File: config.mk
export PLATFORM = sky130hd
export DESIGN_NAME = pc_sequencer
export DESIGN_NICKNAME = d
export VERILOG_FILES = /design/src/rtl/pc_sequencer_pkg.sv /design/src/rtl/pc_sequencer_return_stack.sv /design/src/rtl/pc_sequencer.sv
export SDC_FILE = /design/constraint.sdc
export NUM_CORES = 1
export LEC_CHECK = 0
export BUFFER_PORTS_ARGS = -buffer_cell sky130_fd_sc_hd__buf_4
export CORE_UTILIZATION = 45
export DETAILED_ROUTE_END_ITERATION = 12
export PLACE_DENSITY = 0.63
export SLEW_MARGIN = 20
export SYNTH_ARGS = -nofsm -noshare
export SYNTH_HDL_FRONTEND = slang
export SYNTH_SLANG_ARGS = --single-unit
export TNS_END_PERCENT = 1
File: constraint.sdc
create_clock -name clk_in -period 2.4 [get_ports clk_in]
set_input_delay 0.48 -clock clk_in [delete_from_list [all_inputs] [get_ports clk_in]]
set_output_delay 0.48 -clock clk_in [all_outputs]
set_load 0.01 [all_outputs]
File: src/rtl/pc_sequencer_pkg.sv
// Shared types and defaults for the program-counter stage.
package pc_sequencer_pkg;

    localparam int unsigned DefaultPcWidth = 8;

    typedef enum logic [2:0] {
        OpHold     = 3'd0,
        OpInc      = 3'd1,
        OpJump     = 3'd2,
        OpJumpCond = 3'd3,
        OpCall     = 3'd4,
        OpRet      = 3'd5
    } pc_op_t;

endpackage

File: src/rtl/pc_sequencer_return_stack.sv
// LIFO return-address stack; the write pointer is the fill level.
module pc_sequencer_return_stack
    import pc_sequencer_pkg::*;
#(
    parameter int unsigned PC_WIDTH    = DefaultPcWidth,
    parameter int unsigned STACK_DEPTH = 4
) (
    input  logic                           clk_in,
    input  logic                           reset_n_in,
    input  logic                           push_en_in,
    input  logic                           pop_en_in,
    input  logic [PC_WIDTH-1:0]            data_in,
    output logic [PC_WIDTH-1:0]            data_out,
    output logic [$clog2(STACK_DEPTH):0]   level_out,
    output logic                           full_out,
    output logic                           empty_out
);

    localparam int unsigned IdxWidth   = $clog2(STACK_DEPTH);
    localparam int unsigned LevelWidth = IdxWidth + 1;

    logic [PC_WIDTH-1:0]   entry_q [STACK_DEPTH];
    logic [LevelWidth-1:0] level_q, level_d;
    logic [IdxWidth-1:0]   wr_idx, rd_idx;
    logic                  push_ok, pop_ok;

    assign full_out  = (level_q == LevelWidth'(STACK_DEPTH));
    assign empty_out = (level_q == '0);
    assign push_ok   = push_en_in && !full_out;
    assign pop_ok    = pop_en_in && !empty_out;

    // Depth is a power of two, so the low level bits index the entry array directly.
    assign wr_idx    = level_q[IdxWidth-1:0];
    assign rd_idx    = wr_idx - 1'b1;
    assign data_out  = entry_q[rd_idx];
    assign level_out = level_q;

    always_comb begin
        level_d = level_q;
        if (push_ok) begin
            level_d = level_q + 1'b1;
        end else if (pop_ok) begin
            level_d = level_q - 1'b1;
        end
    end

    always_ff @(posedge clk_in or negedge reset_n_in) begin
        if (!reset_n_in) begin
            level_q <= '0;
        end else begin
            level_q <= level_d;
        end
    end

    always_ff @(posedge clk_in) begin
        if (push_ok) begin
            entry_q[wr_idx] <= data_in;
        end
    end

endmodule

File: src/rtl/pc_sequencer.sv
// Program-counter stage: PC register, op decode, return stack and sticky stack-fault flags.
module pc_sequencer
    import pc_sequencer_pkg::*;
#(
    parameter int unsigned          PC_WIDTH     = DefaultPcWidth,
    parameter int unsigned          STACK_DEPTH  = 4,
    parameter logic [PC_WIDTH-1:0]  RESET_VECTOR = '0
) (
    input  logic                         clk_in,
    input  logic                         reset_n_in,
    input  logic                         stall_in,
    input  logic [2:0]                   pc_op_in,
    input  logic [PC_WIDTH-1:0]          jump_addr_in,
    input  logic                         cond_in,
    output logic [PC_WIDTH-1:0]          pc_out,
    output logic                         branch_taken_out,
    output logic [$clog2(STACK_DEPTH):0] stack_level_out,
    output logic                         overflow_out,
    output logic                         underflow_out
);

    logic [PC_WIDTH-1:0] pc_q, pc_d, pc_inc, stack_top;
    logic                branch_taken_q, branch_taken_d;
    logic                overflow_q, overflow_d;
    logic                underflow_q, underflow_d;
    logic                push_en, pop_en, stack_full, stack_empty;
    pc_op_t              op;

    assign op     = pc_op_t'(pc_op_in);
    assign pc_inc = pc_q + 1'b1;

    pc_sequencer_return_stack #(
        .PC_WIDTH    (PC_WIDTH),
        .STACK_DEPTH (STACK_DEPTH)
    ) u_return_stack (
        .clk_in     (clk_in),
        .reset_n_in (reset_n_in),
        .push_en_in (push_en),
        .pop_en_in  (pop_en),
        .data_in    (pc_inc),
        .data_out   (stack_top),
        .level_out  (stack_level_out),
        .full_out   (stack_full),
        .empty_out  (stack_empty)
    );

    // Stack faults fall back to a sequential step rather than stalling the pipeline.
    always_comb begin
        pc_d           = pc_q;
        branch_taken_d = 1'b0;
        overflow_d     = overflow_q;
        underflow_d    = underflow_q;
        push_en        = 1'b0;
        pop_en         = 1'b0;
        if (!stall_in) begin
            case (op)
                OpInc: pc_d = pc_inc;
                OpJump: begin
                    pc_d           = jump_addr_in;
                    branch_taken_d = 1'b1;
                end
                OpJumpCond: begin
                    if (cond_in) begin
                        pc_d           = jump_addr_in;
                        branch_taken_d = 1'b1;
                    end else begin
                        pc_d = pc_inc;
                    end
                end
                OpCall: begin
                    if (!stack_full) begin
                        push_en        = 1'b1;
                        pc_d           = jump_addr_in;
                        branch_taken_d = 1'b1;
                    end else begin
                        pc_d       = pc_inc;
                        overflow_d = 1'b1;
                    end
                end
                OpRet: begin
                    if (!stack_empty) begin
                        pop_en         = 1'b1;
                        pc_d           = stack_top;
                        branch_taken_d = 1'b1;
                    end else begin
                        pc_d        = pc_inc;
                        underflow_d = 1'b1;
                    end
                end
                default: ;
            endcase
        end
    end

    always_ff @(posedge clk_in or negedge reset_n_in) begin
        if (!reset_n_in) begin
            pc_q           <= RESET_VECTOR;
            branch_taken_q <= 1'b0;
            overflow_q     <= 1'b0;
            underflow_q    <= 1'b0;
        end else begin
            pc_q           <= pc_d;
            branch_taken_q <= branch_taken_d;
            overflow_q     <= overflow_d;
            underflow_q    <= underflow_d;
        end
    end

    assign pc_out           = pc_q;
    assign branch_taken_out = branch_taken_q;
    assign overflow_out     = overflow_q;
    assign underflow_out    = underflow_q;

endmodule

==> impl_results.md, run 1 <==
* Flops & latches, synth at 46
* Netlist cell types at 48
* Layout net count at 224
* Post-synthesis cell area at 2330 sq um
* Vias in the first global route at 1579
* Chip height at between 70 and 80 um
* ANT nets after route at 0
* Clk root buf: clkbuf_8
* Post-synth EDFFs at 32
* Finished Layout Cells at 271
* Top cell type's share of synthesized area at 0.412
* RR Startpoint: u_return_stack.level_out[1]
* Crit. End Element: register
* Post-CTS Setup Bufs at 0
* Final setup TNS at 0 ns
* GR Layer Usage met2 at 0.321
* Largest net degree at the start of global routing at 15
* Ys flop type: edfxtp_1
* Die area at 5470 sq um
* Fin crit period at 2.15 ns
* Grt peak-use layer: met1
* Critical Path AT at 2.34 ns
* Psw at 0.983 mW
* Power, Total at 2.84 mW
* Met1 GRT Util at 0.324
* Initial core utilization at 0.481
* Cell Rows at 25
* 1st-pass router iterations at 4
* CTS resizes at 0
* P_int at 1.86 mW
* Syn Inst Count at 170
* Sw Share at 0.346
* Startpoint Class: register
* Ys Warns at 0
* WL/cell at 19.6 um
* TritonCTS Buffers at 5
* Number of fill cells at 425
* CORE AREA at just under 5000 sq um
* # Max-Cap Violations at 0
* Initial antenna violation count at 0
* Util after Layout at 0.562
* GRT Total Usage at 0.215
* Layout cells sized above 1 at 0.289
* I/O Pins at 29
* Port bufs at 28
* Achievable Freq at about 0.47 GHz
* Detailed-route via count at ~1500
* DPL Wire Length at 3840 um
* Placer Congestion at approximately 0.81
* Clock Skew at 0.0106 ns
* Required time of the worst setup path at 2.59 ns
* Worst hold path type: input pin to asynchronous set/reset pin
* Fin Hold WS at 0.0203 ns
* Comb power frac at 0.387
* Post-Layout Inst Area at approximately 2700 sq um
* Standby leakage power at 1.06 nW
* Worst-Skew Late Latency at 0.30 ns
* Sequential share of power at 0.408
* Setup-failing EPs final at 0
* PwrDens at 1040 nW/um^2
* Placed cells at 263
* Final period utilization at 0.895
* Async set-or-reset flop fraction in the synthesized netlist at 0.304
* Avg Cell Area, Syn at between 10 and 15 sq um
* Clk network pwr share at 0.206
* Worst VDD drop at 0.000656 V
* Post-Route WL at about 5300 um
* Setup slack after layout at 0.251 ns
* CTS tree: done
* Antenna fix cells at 0
* Via density at 5.69
* GR Layer Usage met3 at 0.0352
* Worst rel slew slack at 0.668
* Pre-CTS setup slack at roughly 0.24 ns
* Top post-synthesis cells by area: edfxtp_1, dfrtp_1, mux4_2, ha_1, nand2_1
* Clock sink count at 46
* Status: finished clean
* Drc violations at 0
* Worst-margin pin slew at 0.495 ns
* DR iter-0 viols at ~130
* Unrepaired setup endpoints after global routing: no
* Syn-to-layout area delta at 17.0%
* Mapped Nets at 191
* Placed cell area at approximately 2600 sq um
* Die width at roughly 74 um
* Crit path kind: register to register
* First-pass GRT wire length at about 8500 um
* GRT overflow at 0
* Max Root-Sink Buffers at 2
* Synth area leader: edfxtp_1
* CTS Hold Bufs at 0
* Slew Viols, Final at 0
* Seq/Total Area, Yosys at 0.563
* Worst setup path startpoint: u_return_stack.level_out[1]
* Hold Vio Cnt, Final at 0
* CP max FO at 8
* H-tree depth at 2
* Reg clk slew, reported paths at about 0.090 ns
==> logic make-up (layout without fill, tap and decap cells) <==
| group | count (synthesis) | in the layout | share of synthesized area |
|---|---|---|---|
| DFF | 46 | 46 | 0.563 |
| muxes | 12 | 12 | 0.0988 |
| xor gates and xnor gates | 10 | 10 | 0.0376 |
| adders and majority gates | 6 | 6 | 0.0322 |
| AOI/OAI and AO/OA | 41 | 41 | 0.130 |
| buffers and inverters | 11 | 45 | 0.0247 |
| and+or+nand+nor | 44 | 44 | 0.114 |
==> flip-flops by register name, summed over array words and instances (netlist names) <==
| name | flops |
|---|---|
| pc_out | 8 |
| underflow_out | 1 |
| overflow_out | 1 |
| u_return_stack.entry_q | 32 |
| branch_taken_out | 1 |
| u_return_stack.level_out | 3 |
==> synthesized netlist by cell type (3+ instances only) <==
| cell type | instances |
|---|---|
| and2_1 | 4 |
| xnor2_1 | 5 |
| a21oi_1 | 8 |
| o21ai_1 | 3 |
| mux4_2 | 8 |
| nor2_1 | 5 |
| ha_1 | 6 |
| edfxtp_1 | 32 |
| a221oi_1 | 3 |
| o21ai_0 | 8 |
| nand3_1 | 3 |
| xor2_1 | 5 |
| inv_1 | 5 |
| nand2_1 | 15 |
| and3_1 | 3 |
| dfrtp_1 | 14 |
==> layout by cell type, fill, tap and decap left out, types with 5 or more instances in the layout <==
cell type   n
buf_4      32
edfxtp_1   32
nand2_1    15
dfrtp_1    14
a21oi_1     8
mux4_2      8
o21ai_0     8
ha_1        6
xnor2_1     5
inv_1       5
nor2_1      5
xor2_1      5
clkbuf_8    5
==> worst max-delay path, stage by stage, from the launching register on <==
cell      delay [ns]
dfrtp_1         0.45
inv_1           0.11
ha_1            0.52
mux4_2          0.40
mux2_4          0.28
a221oi_2        0.21
a211oi_1        0.06
==> power groups by stage <==
| stage | Combinational, mW | Clock (mW) | Sequential [mW] |
|---|---|---|---|
| floorplan | 0.682 | 0 | 1.19 |
| detailed placement | 1.10 | 0 | 1.17 |
| global route | 1.20 | 0.613 | 1.18 |
| global placement | 1.07 | 0 | 1.17 |
| finish | 1.10 | 0.585 | 1.16 |
| CTS | 1.10 | 0.589 | 1.16 |
==> routing by layer <==
layer	share of wire	up-vias	wire length [um]
met2	0.48	38	2570
met3	0.053	4	283
li1	-	719	-
met4	0.0062	0	33
met5	0	-	0
met1	0.46	782	2420
==> layout make-up <==
class | count | area (sq um) | share of cell area
multi-input combinational | 113 | 962 | 0.353
clock buffer | 6 | 72.6 | 0.0266
timing repair buffer | 32 | 240 | 0.0881
clock inverter | 2 | 37.5 | 0.0138
sequential | 46 | 1310 | 0.481
tap | 67 | 83.8 | 0.0307
inverter | 5 | 18.8 | 0.00688
==> final timing paths <==
path,to,slack (ns),depth (start not counted)
setup / recovery,pc_out[5],0.25,6
hold / removal,u_return_stack.level_out[2],0.02,1
setup reg to reg,pc_out[5],0.25,6
hold reg to reg,overflow_out,0.47,1
max in group asynchronous,u_return_stack.level_out[1],2.20,1
min in group clk_in,overflow_out,0.47,1
Power figures use the tool's default switching activity.
==> inputs of run 2 (changes only) <==
--- a/config.mk
+++ b/config.mk
@@ -8,6 +8,7 @@
 export BUFFER_PORTS_ARGS = -buffer_cell sky130_fd_sc_hd__buf_4
 export CORE_UTILIZATION = 45
 export DETAILED_ROUTE_END_ITERATION = 12
+export MAX_ROUTING_LAYER = met4
 export PLACE_DENSITY = 0.63
 export SLEW_MARGIN = 20
 export SYNTH_ARGS = -nofsm -noshare
==> impl_results.md, run 2 (synthesis results as in run 1) <==
* First-pass GRT wire length at 8520 um (unchanged)
* DR iter-0 viols at 141 (+7.6%)
* Critical Path AT at 2.33 ns (about the same)
* Fin crit period at 2.15 ns (-0.000747 ns)
* Initial core utilization at 0.481 (unchanged)
* Placed cell area at 2620 sq um (unchanged)
* Die width at 74.0 um (unchanged)
* Placed cells at 263 (unchanged)
* # Max-Cap Violations at 0 (unchanged)
* Cell Rows at 25 (unchanged)
* I/O Pins at 29 (unchanged)
* Status: finished clean
* Worst-Skew Late Latency at 0.29 ns (about the same)
* Fin Hold WS at 0.0254 ns (+0.00514 ns)
* Placer Congestion at 0.822 (+1.5%)
* Clk network pwr share at 0.204 (-0.002)
* Standby leakage power at 1.06 nW (unchanged)
* CP Cell Sequence: inv_1, ha_1, mux4_2, mux2_4, a221oi_2, a211oi_1
* Clk root buf: clkbuf_8
* Setup-failing EPs final at 0 (unchanged)
* DPL Wire Length at 3840 um (unchanged)
* Critical Path Slowest Stage Cell: ha_1
* Most frequent cells in the layout: buf_4, edfxtp_1, nand2_1
* TritonCTS Buffers at 5 (unchanged)
* Crit. End Element: register
* Worst VDD drop at 0.000654 V (-0.23%)
* Layout cells sized above 1 at 0.289 (unchanged)
* Chip height at 74.0 um (unchanged)
* Util after Layout at 0.562 (unchanged)
* ANT nets after route at 0 (unchanged)
* Largest Register: u_return_stack.entry_q
* Via density at 5.69 (unchanged)
* Achievable Freq at 0.466 GHz (about the same)
* RR Startpoint: u_return_stack.level_out[1]
* Reg clk slew, reported paths at 0.09 ns (about the same)
* Crit path kind: register to register
* Post-Route WL at 5270 um (-0.81%)
* Drc violations at 0 (unchanged)
* Sw Share at 0.344 (-0.00129)
* Power, Total at 2.84 mW (-0.22%)
* Largest net degree at the start of global routing at 15 (unchanged)
* Unrepaired setup endpoints after global routing: no
* Initial antenna violation count at 0 (unchanged)
* Slew Viols, Final at 0 (unchanged)
* Startpoint Class: register
* Vias in the first global route at 1573 (-0.38%)
* 1st-pass router iterations at 4 (unchanged)
* Capturing point of the worst reg2reg path: pc_out[5]
* Worst hold path type: input pin to asynchronous set/reset pin
* Post-CTS Setup Bufs at 0 (unchanged)
* R2r setup slk at 0.25 ns (about the same)
* GRT Total Usage at 0.223 (+0.00734)
* Worst-margin pin slew at 0.511 ns (+0.0163 ns)
* Finished Layout Cells at 271 (unchanged)
* PwrDens at 1040 nW/um^2 (-0.22%)
* Pre-CTS setup slack at 0.245 ns (unchanged)
* Hold Vio Cnt, Final at 0 (unchanged)
* GRT overflow at 0 (unchanged)
* Detailed-route via count at 1543 (unchanged)
* Clock Skew at 0.00814 ns (-0.00248 ns)
* CTS resizes at 0 (unchanged)
* R2R cell count at 6 (unchanged)
* Worst rel slew slack at 0.658 (-0.00962)
* Syn-to-layout area delta at 17.0% (unchanged)
* CTS tree: done
* Max Root-Sink Buffers at 2 (unchanged)
* Antenna fix cells at 0 (unchanged)
* Layout net count at 224 (unchanged)
* Largest register FFs at 32 (unchanged)
* CP max FO at 8 (unchanged)
* Required time of the worst setup path at 2.58 ns (about the same)
* Port bufs at 28 (unchanged)
* Comb power frac at 0.387 (about the same)
* CORE AREA at 4850 sq um (unchanged)
* Final period utilization at 0.895 (about the same)
* Sequential share of power at 0.408 (about the same)
* Final setup TNS at 0 ns (unchanged)
* P_int at 1.86 mW (about the same)
* Die area at 5470 sq um (unchanged)
* Worst path max stage delay at 0.52 ns (about the same)
* Setup slack after layout at 0.252 ns (+0.000747 ns)
* WL/cell at 19.4 um (-0.81%)
* H-tree depth at 2 (unchanged)
* CTS Hold Bufs at 0 (unchanged)
* Post-Layout Inst Area at 2730 sq um (unchanged)
* Psw at 0.977 mW (-0.60%)
* Clock sink count at 46 (unchanged)
run 2: cell counts in the layout (fill, tap and decap cells not counted):
No cell type changed its count.
run 2: worst max-delay path: cells and delay by family, from the launching register on:
family                     cells  cell delay, ns
buffers and inverters          1            0.11
muxes                          2            0.68
DFF                            1            0.45
AOI/OAI and AO/OA              2            0.27
adders and majority gates      1            0.52
run 2: how the worst max path moves through the flow:
stage	to	from
floorplan	pc_out[5]	u_return_stack.level_out[0]
global placement	pc_out[1]	u_return_stack.level_out[1]
detailed placement	pc_out[5]	u_return_stack.level_out[1]
CTS	pc_out[5]	u_return_stack.level_out[1]
global route	pc_out[1]	u_return_stack.level_out[1]
finish	pc_out[5]	u_return_stack.level_out[1]
run 2: final cells by class:
class / count / area, sq um
fillers: 425 / 2120
flip-flops and latches: 46 / 1310
multi-input cells: 113 / 962
repair buffers: 32 / 240
well taps: 67 / 83.8
clock buffers: 6 / 72.6
clock inverters: 2 / 37.5
inverters: 5 / 18.8
run 2: routing by layer:
metal	track usage	share of wire
met5	-	0
met4	0.0556	0.0032
met3	0.0474	0.038
met2	0.320	0.48
met1	0.323	0.48
run 2: power by group through the flow:
stage | registers (mW) | clock network, mW | logic, mW
6_report | 1.16 | 0.580 | 1.10
5_1_grt | 1.18 | 0.616 | 1.20
4_1_cts | 1.16 | 0.589 | 1.10
3_5_place_dp | 1.17 | 0 | 1.10
3_3_place_gp | 1.17 | 0 | 1.07
2_1_floorplan | 1.19 | 0 | 0.682
==> inputs of run 3 (changes only) <==
--- a/config.mk
+++ b/config.mk
@@ -5,6 +5,7 @@
 export SDC_FILE = /design/constraint.sdc
 export NUM_CORES = 1
 export LEC_CHECK = 0
+export ABC_AREA = 1
 export BUFFER_PORTS_ARGS = -buffer_cell sky130_fd_sc_hd__buf_4
 export CORE_UTILIZATION = 45
 export DETAILED_ROUTE_END_ITERATION = 12
==> impl_results.md, run 3 <==
* Status: finished clean
* RR Startpoint: u_return_stack.level_out[1]
* CTS tree: done
* Ys Warns at 0 (unchanged)
* Via density at 4.87 (-14%)
* Sequential share of power at 0.388 (-0.020)
* CP max FO at 7 (-1)
* Final period utilization at 0.856 (-0.0394)
* Largest Register: u_return_stack.entry_q
* P_int at 1.73 mW (-6.9%)
* # Max-Cap Violations at 0 (unchanged)
* H-tree depth at 2 (unchanged)
* Most common cell after layout, fill and taps aside: nand2_1
* Psw at 1.23 mW (+26%)
* WL/cell at 13.5 um (-30%)
* Required time of the worst setup path at 2.60 ns (+0.02 ns)
* Finished Layout Cells at 391 (+44%)
* Antenna fix cells at 0 (unchanged)
* Synth area leader: edfxtp_1
* Slew Viols, Final at 0 (unchanged)
* Standby leakage power at 1.34 nW (+26%)
* I/O Pins at 29 (unchanged)
* Commonest cells post-synth: nand2_1, nand3_1, inv_1
* Initial antenna violation count at 0 (unchanged)
* Drc violations at 0 (unchanged)
* Post-CTS Setup Bufs at 0 (unchanged)
* Worst rel slew slack at 0.707 (+0.0487)
* Worst VDD drop at 0.000480 V (-27%)
* GRT overflow at 0 (unchanged)
* Critical Path Slowest Stage Cell: dfrtp_1
* Final setup TNS at 0 ns (unchanged)
* Reg clk slew, reported paths at 0.09 ns (about the same)
* Port bufs at 28 (unchanged)
* Comb power frac at 0.450 (+0.063)
* First-pass GRT wire length at 8600 um (+0.89%)
* GRT Total Usage at 0.219 (-0.00424)
* Max Root-Sink Buffers at 2 (unchanged)
* Flops & latches, synth at 46 (unchanged)
* Worst setup path startpoint: u_return_stack.level_out[1]
* Crit path kind: register to register
* Syn-to-layout area delta at 16.5%
* Clock Skew at 0.00670 ns (-0.00144 ns)
* 1st-pass router iterations at 4 (unchanged)
* Clk network pwr share at 0.162 (-0.042)
* CP Cell Sequence: inv_1, ha_1, nand2_1, nand3_2, nor2_1, xor2_1, ha_1, o22ai_1, nand3_1, nand2_1, nand2_1
* Placer Congestion at 0.849 (+3.3%)
* Achievable Freq at 0.487 GHz (+4.6%)
* Ys flop type: edfxtp_1
* ANT nets after route at 0 (unchanged)
* Async set-or-reset flop fraction in the synthesized netlist at 0.304 (unchanged)
* Hold Vio Cnt, Final at 0 (unchanged)
* Avg Cell Area, Syn at 8.71 sq um (-37%)
* DPL Wire Length at 3940 um (+2.8%)
* Unrepaired setup endpoints after global routing: no
* Clock sink count at 46 (unchanged)
* CTS Hold Bufs at 0 (unchanged)
* Top cell type's share of synthesized area at 0.391 (-0.0208)
* Worst hold path type: input pin to asynchronous set/reset pin
* Post-Route WL at 5290 um (+0.51%)
* Netlist cell types at 27 (-44%)
* Die width at 75.9 um (+2.6%)
* Cell Rows at 26 (+4.0%)
* Placed cells at 383 (+46%)
* Setup-failing EPs final at 0 (unchanged)
* Most frequent cells in the layout: nand2_1, nand3_1, buf_4
* Util after Layout at 0.553 (-0.00935)
* PwrDens at 1040 nW/um^2 (-0.41%)
* Syn Inst Count at 282 (+66%)
* Worst-margin pin slew at 0.438 ns (-0.0729 ns)
* CORE AREA at 5170 sq um (+6.7%)
* Detailed-route via count at 1905 (+23%)
* Worst-Skew Late Latency at 0.30 ns (about the same)
* Top-count cell post-synth: nand2_1
* Seq/Total Area, Yosys at 0.534 (-0.0284)
* Post-synthesis cell area at 2450 sq um (+5.3%)
* Chip height at 75.9 um (+2.6%)
* Top post-synthesis cells by area: edfxtp_1, dfrtp_1, nand2_1, nand3_1, inv_1
* Crit-path most repeated cell: nand2_1
* Worst path max stage delay at 0.42 ns (-0.10 ns)
* Sw Share at 0.416 (+0.0717)
* TritonCTS Buffers at 5 (unchanged)
* Vias in the first global route at 1813 (+15%)
* Layout net count at 341 (+52%)
* DR iter-0 viols at 84 (-40%)
* Initial core utilization at 0.475 (-0.00617)
* Number of fill cells at 474 (+12%)
* Fin crit period at 2.05 ns (-0.0946 ns)
* Die area at 5750 sq um (+5.2%)
* CTS resizes at 0 (unchanged)
* Post-synth EDFFs at 32 (unchanged)
* Clk root buf: clkbuf_8
* Mapped Nets at 303 (+59%)
* Largest net degree at the start of global routing at 20 (+5)
* Largest register FFs at 32 (unchanged)
* Startpoint Class: register
* Critical Path AT at 2.25 ns (-0.08 ns)
* Crit. End Element: register
* Layout cells sized above 1 at 0.193 (-0.0961)
run 3: cell types whose count changed after synthesis, sizes merged, moves of 4 or more:
cell and delta:
a21oi -6, o21ai -6, and2 -4, inv +32, nand2 +83, xnor2 -5, nand3 +43, a221oi -5
nand2b -4, mux4 -8, nor2 +17
run 3: cell type report:
class | instances | area, sq um | area share
Sequential cell | 46 | 1310 | 0.458
Timing Repair Buffer | 35 | 263 | 0.0919
Tap cell | 70 | 87.6 | 0.0306
Inverter | 39 | 148 | 0.0516
Clock buffer | 5 | 68.8 | 0.0241
Multi-Input combinational cell | 193 | 958 | 0.335
Clock inverter | 3 | 23.8 | 0.00831
run 3: worst paths after layout:
path | to | slack [ns] | cells past startpoint
setup reg to reg | u_return_stack.level_out[2] | 0.35 | 11
hold reg to reg | overflow_out | 0.48 | 1
setup / recovery | u_return_stack.level_out[2] | 0.35 | 11
min in group clk_in | overflow_out | 0.43 | 2
max in group asynchronous | pc_out[5] | 2.20 | 1
hold / removal | pc_out[2] | 0.02 | 1
run 3: critical path, delay by kind of cell, from the launching register on:
kind	cells	cell delay, ns
xor gates and xnor gates	1	0.09
buffers and inverters	1	0.11
DFF	1	0.42
and+or+nand+nor	6	0.73
AOI/OAI and AO/OA	1	0.19
adders and majority gates	2	0.40
run 3: metrics by stage:
stage / hold WS (ns) / power (mW) / setup WS [ns] / instance area (sq um)
after floorplan: 0.184 / 2.03 / 0.0406 / 2450
after global placement: 0.345 / 2.48 / 0.437 / 2770
after detailed placement: 0.347 / 2.52 / 0.363 / 2770
after CTS: 0.0152 / 3.00 / 0.344 / 2860
after global routing: 0.00709 / 3.20 / 0.157 / 2860
final: 0.0164 / 2.96 / 0.346 / 2860
run 3: power by group through the flow:
| stage | registers (mW) | logic (mW) | clock network [mW] |
|---|---|---|---|
| floorplan | 1.20 | 0.833 | 0 |
| global placement | 1.16 | 1.32 | 0 |
| detailed placement | 1.16 | 1.35 | 0 |
| CTS | 1.15 | 1.36 | 0.497 |
| global route | 1.17 | 1.50 | 0.529 |
| finish | 1.15 | 1.33 | 0.481 |
run 3: metal layers:
metal  global-route usage  up-vias  wire length, um
li1                     -      983                -
met1                0.281      870             2500
met2                0.352       47             2540
met3               0.0450        5              204
met4               0.0597        0               49
met5                    -        -                0
run 3: kinds of logic after synthesis:
logic type / count (synthesis) / share of synthesized area
AND/OR/NAND/NOR: 171 / 0.311
XOR/XNOR: 5 / 0.0178
flip-flops: 46 / 0.534
adder cells (fa/ha/maj): 6 / 0.0306
AO/OA/AOI/OAI: 11 / 0.0311
buffers and inverters: 43 / 0.0754
